==> src/rtl/multicycle_control_fsm.sv <==
// Multicycle MIPS control unit: Moore FSM sequencing fetch/decode/execute/memory/writeback.
// Optional macro BNE_EN enables OP_BNE decoding to the BRANCH state with BranchNE=1.
`timescale 1ns/1ps
module multicycle_control_fsm #(
    parameter int                  OPCODE_W      = 6,
    parameter logic [OPCODE_W-1:0] OP_RTYPE      = 6'b000000,
    parameter logic [OPCODE_W-1:0] OP_LW         = 6'b100011,
    parameter logic [OPCODE_W-1:0] OP_SW         = 6'b101011,
    parameter logic [OPCODE_W-1:0] OP_BEQ        = 6'b000100,
    parameter logic [OPCODE_W-1:0] OP_BNE        = 6'b000101,
    parameter logic [OPCODE_W-1:0] OP_ADDI       = 6'b001000,
    parameter logic [OPCODE_W-1:0] OP_J          = 6'b000010,
    parameter bit                  MEM_HANDSHAKE = 1'b1
) (
    input  logic                clk,
    input  logic                reset,
    input  logic [OPCODE_W-1:0] opcode,
    input  logic                mem_ready,
    output logic                PCWrite,
    output logic                PCWriteCond,
    output logic                BranchNE,
    output logic                IorD,
    output logic                MemRead,
    output logic                MemWrite,
    output logic                IRWrite,
    output logic                MemtoReg,
    output logic                RegDst,
    output logic                RegWrite,
    output logic                ALUSrcA,
    output logic [1:0]          ALUSrcB,
    output logic [1:0]          ALUOp,
    output logic [1:0]          PCSrc,
    output logic                instr_done,
    output logic                illegal_op,
    output logic [3:0]          state_o
);

    typedef enum logic [3:0] {
        S_FETCH   = 4'd0,
        S_DECODE  = 4'd1,
        S_MEMADR  = 4'd2,
        S_MEMRD   = 4'd3,
        S_MEMWB   = 4'd4,
        S_MEMWR   = 4'd5,
        S_EXECUTE = 4'd6,
        S_ALUWB   = 4'd7,
        S_BRANCH  = 4'd8,
        S_ADDIEX  = 4'd9,
        S_ADDIWB  = 4'd10,
        S_JUMP    = 4'd11
    } state_t;

    state_t              r_state;
    logic [OPCODE_W-1:0] r_opcode;

    state_t w_dec_next;
    logic   w_dec_illegal;
    logic   w_ready;

    assign w_ready = MEM_HANDSHAKE ? mem_ready : 1'b1;

    // Opcode decode used only while in DECODE; unsupported opcodes return to FETCH.
    // NOTE: every always_comb output gets a default first so no latch is inferred.
    always_comb begin
        w_dec_next    = S_FETCH;
        w_dec_illegal = 1'b0;
        case (opcode)
            OP_RTYPE:     w_dec_next = S_EXECUTE;
            OP_LW, OP_SW: w_dec_next = S_MEMADR;
            OP_BEQ:       w_dec_next = S_BRANCH;
            OP_ADDI:      w_dec_next = S_ADDIEX;
            OP_J:         w_dec_next = S_JUMP;
`ifdef BNE_EN
            OP_BNE:       w_dec_next = S_BRANCH;
`else
            OP_BNE:       w_dec_illegal = 1'b1;
`endif
            default:      w_dec_illegal = 1'b1;
        endcase
    end

    // NOTE: state registers use non-blocking assignments so all updates land together on the edge.
    always_ff @(posedge clk) begin
        if (reset) begin
            r_state  <= S_FETCH;
            r_opcode <= '0;
        end else begin
            case (r_state)
                S_FETCH:   if (w_ready) r_state <= S_DECODE;
                S_DECODE: begin
                    r_opcode <= opcode;
                    r_state  <= w_dec_next;
                end
                S_MEMADR:  r_state <= (r_opcode == OP_LW) ? S_MEMRD : S_MEMWR;
                S_MEMRD:   if (w_ready) r_state <= S_MEMWB;
                S_MEMWR:   if (w_ready) r_state <= S_FETCH;
                S_EXECUTE: r_state <= S_ALUWB;
                S_ADDIEX:  r_state <= S_ADDIWB;
                default:   r_state <= S_FETCH;
            endcase
        end
    end

    // Outputs decode the state register only; reset forces all of them low.
    always_comb begin
        PCWrite     = 1'b0;
        PCWriteCond = 1'b0;
        BranchNE    = 1'b0;
        IorD        = 1'b0;
        MemRead     = 1'b0;
        MemWrite    = 1'b0;
        IRWrite     = 1'b0;
        MemtoReg    = 1'b0;
        RegDst      = 1'b0;
        RegWrite    = 1'b0;
        ALUSrcA     = 1'b0;
        ALUSrcB     = 2'b00;
        ALUOp       = 2'b00;
        PCSrc       = 2'b00;
        instr_done  = 1'b0;
        illegal_op  = 1'b0;
        state_o     = 4'd0;
        if (!reset) begin
            state_o = r_state;
            case (r_state)
                S_FETCH: begin
                    MemRead = 1'b1;
                    ALUSrcB = 2'b01;
                    IRWrite = w_ready;
                    PCWrite = w_ready;
                end
                S_DECODE: begin
                    ALUSrcB    = 2'b11;
                    illegal_op = w_dec_illegal;
                    instr_done = w_dec_illegal;
                end
                S_MEMADR, S_ADDIEX: begin
                    ALUSrcA = 1'b1;
                    ALUSrcB = 2'b10;
                end
                S_MEMRD: begin
                    MemRead = 1'b1;
                    IorD    = 1'b1;
                end
                S_MEMWB: begin
                    RegWrite   = 1'b1;
                    MemtoReg   = 1'b1;
                    instr_done = 1'b1;
                end
                S_MEMWR: begin
                    MemWrite   = 1'b1;
                    IorD       = 1'b1;
                    instr_done = w_ready;
                end
                S_EXECUTE: begin
                    ALUSrcA = 1'b1;
                    ALUOp   = 2'b10;
                end
                S_ALUWB: begin
                    RegWrite   = 1'b1;
                    RegDst     = 1'b1;
                    instr_done = 1'b1;
                end
                S_BRANCH: begin
                    ALUSrcA     = 1'b1;
                    ALUOp       = 2'b01;
                    PCWriteCond = 1'b1;
                    PCSrc       = 2'b01;
                    instr_done  = 1'b1;
`ifdef BNE_EN
                    BranchNE    = (r_opcode == OP_BNE);
`endif
                end
                S_ADDIWB: begin
                    RegWrite   = 1'b1;
                    instr_done = 1'b1;
                end
                S_JUMP: begin
                    PCWrite    = 1'b1;
                    PCSrc      = 2'b10;
                    instr_done = 1'b1;
                end
                default: ;
            endcase
        end
    end

endmodule

==> config.mk <==
export PLATFORM = sky130hd
export DESIGN_NAME = multicycle_control_fsm
export DESIGN_NICKNAME = d
export VERILOG_FILES = /design/src/rtl/multicycle_control_fsm.sv
export SDC_FILE = /design/constraint.sdc
export NUM_CORES = 1
export LEC_CHECK = 0
export ABC_AREA = 0
export CAP_MARGIN = 20
export CORE_MARGIN = 8
export CORE_UTILIZATION = 30
export DETAILED_ROUTE_END_ITERATION = 7
export HOLD_SLACK_MARGIN = 0.02
export SLEW_MARGIN = 20
export SYNTH_ARGS = -nofsm -noshare
export SYNTH_HDL_FRONTEND = slang
export SYNTH_SLANG_ARGS = --single-unit
export TNS_END_PERCENT = 30
==> constraint.sdc <==
create_clock -name clk -period 1.45 [get_ports clk]
set_clock_uncertainty 0.05 [all_clocks]
set_input_delay 0.2175 -clock clk [delete_from_list [all_inputs] [get_ports clk]]
set_output_delay 0.2175 -clock clk [all_outputs]
set_load 0.03 [all_outputs]
---- Word level (Yosys, flattened, before mapping) ----
Cells that the tools add are included.
operators by class
  mux-type cells .......................... 38
  reductions and logical operators ........ 11
  eq/ne operators ......................... 20
operators by type and width
  kind                count
  $pmux 4 s7          1
  $mux 1              23
  $pmux 4 s5          1
  $eq 6x6->1 const B  3
  $eq 4x3->1 const B  4
  $eq 4x4->1 const B  4
  $mux 4              4
  $eq 4x2->1 const B  2
  $pmux 2 s2          2
  $reduce_or 2->1     4
  $eq 6x2->1 const B  1
  $eq 6x3->1 const B  1
  $eq 6x4->1 const B  1
  $logic_not 6->1     1
  $mux 2              3
  $ne 2x2->1 const B  3
  $pmux 2 s3          1
  $reduce_or 6->1     1
  $reduce_or 5->1     1
  $eq 4x1->1 const B  1
  $logic_not 4->1     1
  $reduce_or 4->1     1
  $mux 3              1
  $pmux 1 s3          1
  other kinds (3)     3
word-level totals
  word-level logic and storage cells ...... 71
  output and inout bits ................... 23
  bits in registers ....................... 10
  bits of input ports ..................... 9

---- Logic depth before layout (Yosys ltp) ----
Gate-level depths: netlist (run 1).
  depth after elaboration ................. 5
  mapped depth ............................ 5
  mapped depth without buffers ............ 4

---- Worst setup path after synthesis (run 1) ----
OpenSTA, ideal clock, no wires.
  kind .................................... register -> output
  from .................................... register r_state[1]
  to ...................................... output ALUOp[0]
  path buffers ............................ 3
  path slack .............................. -0.911 ns
  arrival ................................. 2.094 ns
  data required time ...................... 1.183 ns
  cell stages (with the launch flop) ...... 5
  cells stage by stage .................... dfxtp_1 > buf_2 > buf_1 > nor4_1 > buf_4
between the ends
  cells in the longest elaborated chain, start to end .. 3
  elaborated cells between the ends (all ways) .. 4
  classes of those cells .................. eq/ne (2); mux (2)
ends and longest elaborated chain
  what                                      RTL line  source
  start, declared                           53        state_t r_state;
  start signal, assigned                    92        r_state <= w_dec_next;
  start signal, assigned                    94        S_MEMADR: r_state <= (r_opcode == OP_LW) ? S_MEMRD : S_MEMWR;
  $eq 4x4->1 or $eq 4x3->1 (tied branches)  125       case (r_state)
  $pmux 2 s2 *                              125
  $mux 2 *                                  123       if (!reset) begin
  end, declared                             31        output logic [1:0] ALUOp,
Mark *: on every way between the ends. The rest lies on a longest branch, timed or not.

---- Final worst setup path (run 1) ----
  from .................................... register r_state[2]
  to ...................................... output RegWrite
between the ends
  cells in the longest elaborated chain, start to end .. 4
  elaborated cells between the ends (all ways) .. 6
  classes of those cells .................. eq/ne (3); mux (2); reduce/logical (1)
ends and longest elaborated chain
  what                                      RTL line  source
  $eq 4x4->1 or $eq 4x3->1 (tied branches)  125
  $reduce_or 3->1 (no source line) *        n/a
  $mux 1 *                                  125
  $mux 1 *                                  123
  end, declared                             28        output logic RegWrite,
Marked as above.

==> impl_summary.txt, run 1 <==
----------------------------------------------------
[Power and ir drop]
  Power Dens Cells ... 506 nW/um^2
  Maximum vdd drop ... 0.652 mV
  Total leakage power ... 0.674 nW
  Total power draw ... 817 uW

[Route]
  First drt pass iteration count ... 4
  Via density ... 5.31
  Post-DR wirelength/cell ... 15.2 um
  Detail Route Antenna Nets ... 0
  Remaining routing DRC violations ... 0
  Post-detailed-routing wire length ... 3060 um
  Iter 0 DRT Violations ... 81
  Number of vias after detailed routing ... 1073

[Global routing]
  Global-route usage over all layers ... 0.131
  First-pass GRT wire length ... 5380 um
  Sum of overflow across all layers after global routing ... 0
  Via count of the first global-routing pass ... 1101
  Antenna violations before repair ... 0
  Pin count of the biggest net entering global routing ... 19

[Synthesis]
  Count of state elements after synthesis ... 10
  Number of synthesis warnings ... 0
  Number of instances in the synthesized netlist ... 114
  Total nets after synthesis ... 123
  Library cells used by synthesis ... 39
  Proportion of synthesized chip area in sequential cells ... 0.236
  Cell area after technology mapping ... 850 sq um
  Syn avg cell area ... 7.45 sq um

[Die]
  Standard cell core area ... 2730 sq um
  Row cnt ... 19
  Effective utilization at floorplan ... 0.311
  Total die area ... 4790 sq um
  Die span in x ... 69.2 um
  Number of top-level design ports ... 32
  Chip height ... 69.2 um

[Worst setup path]
  Maximum fanout count along the critical path ... 5
  Reg-to-reg setup timing slack ... 0.10 ns
  Kind of launch point of the worst setup path ... register
  Data arrival time of the worst path ... 1.56 ns
  Crit Path Class ... reg2out
  Category of the worst setup path capture point ... output pin
  Worst EP required ... 1.18 ns

[Clock network]
  Worst-skew pair later-pin latency ... 0.28 ns
  Clock tree root buffer cell ... sky130_fd_sc_hd__clkbuf_4
  TritonCTS clock tree ... yes
  Reg clk slew, reported paths ... 0.07 ns
  # H-tree levels ... 1
  Hold-fix buffer count after cts ... 0
  Clock buffers created by TritonCTS ... 3
  TritonCTS sink count ... 10
  CTS max path bufs ... 2

[STA]
  Number of hold violations in the final report ... 0
  Number of setup violations in the final report ... 23
  RSZ-0062 raised after global routing ... yes
  Post-route setup TNS ... -4.84 ns
  Number of pins exceeding their max-slew limit in the final report ... 0
  Fraction of the cycle the final worst path needs ... 1.26
  Final setup slack of the worst path ... -0.375 ns
  Post-layout minimum cycle time ... 1.83 ns
  Timing-limited maximum frequency ... 0.548 GHz

[Final layout]
  Area growth syn-to-layout ... 90.3%
  Nets@finish ... 181
  Core occupancy in the finished layout ... 0.591
  Top library cells by usage in the layout, fill and taps aside ... sky130_fd_sc_hd__buf_4, sky130_fd_sc_hd__buf_6, sky130_fd_sc_hd__nor2_1
  Antenna diodes ... 0
  Leading cell type in the layout, fill and taps excluded ... sky130_fd_sc_hd__buf_4
  Layout cells sized above 1 ... 0.561
  Final Instance Count excl. Fillers ... 202

[Placement]
  PortBufs ... 30
  Weighted congestion reported at the end of routability-driven placement ... 0.815
  Number of cells after detailed placement ... 191
  Detailed placer's ending HPWL ... 2370 um
  DP Worst Slack ... -1.06 ns

[Run]
  Total of max-cap violations ... 0

[Worst hold path]
  Worst hold-check path type ... in2reg

[Run status]
  Violated checks ... setup timing
  Run status ... finished with violations

----------------------------------------------------
cell families after synthesis:
family                     Yosys count  synth area share
muxes                                8            0.0957
buffers and inverters               17             0.110
DFF                                 10             0.236
adders and majority gates            1            0.0133
xor gates and xnor gates             3            0.0309
and+or+nand+nor                     51             0.324
other                                1           0.00441
AOI/OAI and AO/OA                   23             0.186
path summary, 6_finish.rpt:
kind | to | start | cells past startpoint
max | RegWrite | r_state[2]$_SDFFE_PP0P_ | 6
min | r_opcode[2]$_SDFFE_PP0P_ | opcode[2] | 4
max reg2reg | r_opcode[4]$_SDFFE_PP0P_ | r_state[1]$_SDFFE_PP0P_ | 6
min reg2reg | r_opcode[5]$_SDFFE_PP0P_ | r_opcode[5]$_SDFFE_PP0P_ | 2
through the flow:
stage               area (sq um)  hold WS (ns)
floorplan                    965         0.314
global placement            1370         0.425
detailed placement          1370         0.433
CTS                         1570         0.273
global route                1620         0.294
finish                      1620         0.282
registers in the layout, summed over array words and instances, names as in the netlist:
register  count
r_state       4
r_opcode      6
area by class of cell:
type,instances,area (sq um)
clock buffer,4,36.3
sequential,10,213
inverter,4,17.5
tap,31,38.8
multi-input combinational,87,704
timing repair buffer,66,607
fill,235,1120
timing repair:
action	in CTS	in global routing
gates resized for setup	54	13
buffers inserted	7	0
pin swaps	11	4
setup endpoints to repair	24	25
critical path, cell delays in order, from the launching register on:
cell                       delay, ns
sky130_fd_sc_hd__dfxtp_4        0.38
sky130_fd_sc_hd__nand2b_4       0.15
sky130_fd_sc_hd__buf_6          0.11
sky130_fd_sc_hd__mux2_2         0.25
sky130_fd_sc_hd__o22a_1         0.17
sky130_fd_sc_hd__nor2_2         0.09
sky130_fd_sc_hd__buf_6          0.13
synthesized netlist by cell type (all sizes together):
cell     instances  area, sq um
a21oi            4         20.0
a311o            1         10.0
a31o             1         8.76
a31oi            1         6.26
and3             2         12.5
buf             11         71.3
clkbuf           2         7.51
conb             1         3.75
dfxtp           10          200
inv              4         15.0
maj3             1         11.3
mux2             1         11.3
mux2i            7         70.1
nand2            2         7.51
nand2b           4         25.0
nand3            3         15.0
nand4            1         6.26
nand4b           1         8.76
nor2            18         67.6
nor2b            4         25.0
nor3             8         51.3
nor4             4         25.0
nor4b            2         17.5
o2111ai          2         17.5
o211a            1         10.0
o211ai           2         15.0
o21a             1         7.51
o21ai            6         30.0
o22a             1         8.76
o22ai            1         6.26
o31a             2         17.5
or2              1         6.26
or4              1         7.51
xnor2            1         8.76
xor2             2         17.5
where the power goes:
group          total [mW]  internal [mW]  leakage, nW  switching (mW)
sequential          0.292          0.282       0.0842          0.0104
combinational       0.269          0.132        0.569           0.137
clock               0.256          0.153       0.0210           0.104
total               0.817          0.566        0.674           0.251
metal layers:
layer	share of wire	vias to the layer above	global-route usage
li1	-	524	-
met4	0.011	0	0.0296
met2	0.50	23	0.215
met1	0.43	520	0.156
met3	0.057	6	0.0529
met5	0	-	0
(Power assumes the default switching activity.)
==> run 2, diff against run 1 <==
clock period = 1.7 ns   (was 1.45 ns; I/O delays follow)
==> run 2 against run 1 <==
Compared with the run above: the run still ends with setup timing left; sequential power decreased by 15%; final cell count increased by 4.0%; first-iteration DRC count decreased by 65%; critical endpoint unchanged; clock-buffer cell count unchanged; combinational power decreased by 11%; largest power group unchanged; design area increased by 3.8%; routed wire length decreased by 1.6%; power decreased by 14%; hold slack improved by 0.018 ns; register-to-register slack improved by 0.13 ns.
==> impl_summary.txt, run 2 (synthesis results as in run 1) <==
----------------------------------------------------
[Global routing]
  Sum of overflow across all layers after global routing ... 0
  Pin count of the biggest net entering global routing ... 13
  GR Layer Usage met2 ... 0.225
  Antenna violations before repair ... 0
  Via count of the first global-routing pass ... 1151
  Gr busiest metal ... met2
  Global-route usage over all layers ... 0.128
  Met1 usage ... 0.138
  First-pass GRT wire length ... 5240 um
  Met3 Resource Use GR ... 0.0386

[Final layout]
  Leading cell type in the layout, fill and taps excluded ... sky130_fd_sc_hd__buf_4
  Top library cells by usage in the layout, fill and taps aside ... sky130_fd_sc_hd__buf_4, sky130_fd_sc_hd__buf_6, sky130_fd_sc_hd__nor2_1
  Fill cell total of the finished layout ... 249
  Area growth syn-to-layout ... 97.5%
  Combined area of the multi-input logic cells ... 686 sq um
  Regs by FF count ... r_opcode (6), r_state (4)
  Layout cells sized above 1 ... 0.553
  Nets@finish ... 189
  Flip-flop count of the largest register, all copies and words added ... 6
  Sequential cell area ... 215 sq um
  Antenna diodes ... 0
  Top register by number of flip-flops ... r_opcode

[Power and ir drop]
  Power Dens Cells ... 420 nW/um^2
  Fraction of power consumed by sequential logic ... 0.351
  Total power draw ... 705 uW
  Clock group share of total power ... 0.309
  Maximum vdd drop ... 0.375 mV
  Switching fraction of total power ... 0.300
  Proportion of power drawn by combinational gates ... 0.340
  Switching Power ... 212 uW
  Internal ... 493 uW
  Total leakage power ... 0.732 nW

[Clock network]
  # H-tree levels ... 1
  Hold-fix buffer count after cts ... 0
  Reg clk slew, reported paths ... 0.06 ns
  Worst-skew pair later-pin latency ... 0.27 ns
  TritonCTS sink count ... 10
  Clock buffers created by TritonCTS ... 3
  CTS max path bufs ... 2
  TritonCTS clock tree ... yes
  Clock tree root buffer cell ... sky130_fd_sc_hd__clkbuf_4

[Placement]
  Weighted congestion reported at the end of routability-driven placement ... 0.822
  PortBufs ... 30
  DP Worst Slack ... -0.875 ns
  Detailed placer's ending HPWL ... 2220 um

[Worst setup path]
  Critical Path Max Stage Delay ... 0.36 ns
  Critical-path cell list ... nand2b_4 > buf_6 > mux2_4 > o22a_1 > nor2_1 > buf_4
  Slowest cell on the critical path ... sky130_fd_sc_hd__dfxtp_4
  Worst path bufs/invs ... 2
  Category of the worst setup path capture point ... output pin
  Data arrival time of the worst path ... 1.57 ns
  Crit Path Class ... reg2out
  Worst EP required ... 1.39 ns
  Maximum fanout count along the critical path ... 4
  Cell family contributing the most delay on the critical path ... flip-flops
  Kind of launch point of the worst setup path ... register

[Die]
  Effective utilization at floorplan ... 0.311
  Total die area ... 4790 sq um
  Standard cell core area ... 2730 sq um
  Row cnt ... 19
  Number of top-level design ports ... 32
  Chip height ... 69.2 um
  Die span in x ... 69.2 um

[Route]
  Post-DR wirelength/cell ... 14.3 um
  Remaining routing DRC violations ... 0
  Iter 0 DRT Violations ... 28
  Via density ... 5.17
  Post-detailed-routing wire length ... 3010 um
  Detail Route Antenna Nets ... 0
  First drt pass iteration count ... 4
  Number of vias after detailed routing ... 1085

[STA]
  Worst hold slack after final layout ... 0.300 ns
  Number of hold violations in the final report ... 0
  Final setup slack of the worst path ... -0.178 ns
  Post-route setup TNS ... -1.08 ns
  Number of pins exceeding their max-slew limit in the final report ... 0
  RSZ-0062 raised after global routing ... yes
  Timing-limited maximum frequency ... 0.532 GHz
  Post-layout minimum cycle time ... 1.88 ns
  Number of setup violations in the final report ... 11
  Fraction of the cycle the final worst path needs ... 1.10

[Run]
  Total of max-cap violations ... 0

[Worst hold path]
  Worst hold-check path type ... in2reg

[Run status]
  Run status ... finished with violations
  Violated checks ... setup timing

----------------------------------------------------
==> run 2: worst paths after layout <==
path,from,to,slack (ns),cells after the start
min reg2reg,r_opcode[3]$_SDFFE_PP0P_,r_opcode[3]$_SDFFE_PP0P_,0.44,2
max reg2reg,r_state[2]$_SDFFE_PP0P_,r_state[1]$_SDFFE_PP0P_,0.23,6
max,r_state[3]$_SDFFE_PP0P_,RegWrite,-0.18,6
min,opcode[2],r_opcode[2]$_SDFFE_PP0P_,0.30,4
==> run 2: timing repair <==
item,in CTS,in global routing
cloned,0,0
pin swaps,8,7
resized for setup,58,22
setup endpoints to repair,18,18
buffers inserted,12,3
==> run 2: routing by layer <==
metal	wire length, um	up-vias	share of wire
met5	0	-	0
met4	35	0	0.012
met2	1510	32	0.50
met3	161	3	0.053
li1	-	540	-
met1	1310	510	0.43
==> run 2: cell type report <==
class,count,share of cell area
flip-flops and latches,10,0.128
repair buffers,74,0.407
clock buffers,4,0.0216
inverters,4,0.0112
well taps,31,0.0231
multi-input cells,87,0.409
==> run 2: power by group through the flow <==
stage,clock network [mW],logic [mW],registers (mW)
after floorplan,0,0.110,0.254
after global placement,0,0.196,0.256
after detailed placement,0,0.199,0.257
after CTS,0.229,0.221,0.249
after global routing,0.238,0.257,0.249
final,0.218,0.240,0.248
==> run 2: stage by stage <==
stage | std cells | instance area [sq um] | utilization
after floorplan | 114 | 890 | -
after global placement | 191 | 1320 | 0.481
after detailed placement | 191 | 1320 | 0.481
after CTS | 207 | 1580 | 0.576
after global routing | 210 | 1680 | 0.614
final | 210 | 1680 | 0.614
==> run 2: worst min-delay path, delay by kind of cell <==
kind	cells	cell delay [ns]
buf+inv	2	0.19
simple gates	1	0.08
mux	1	0.07
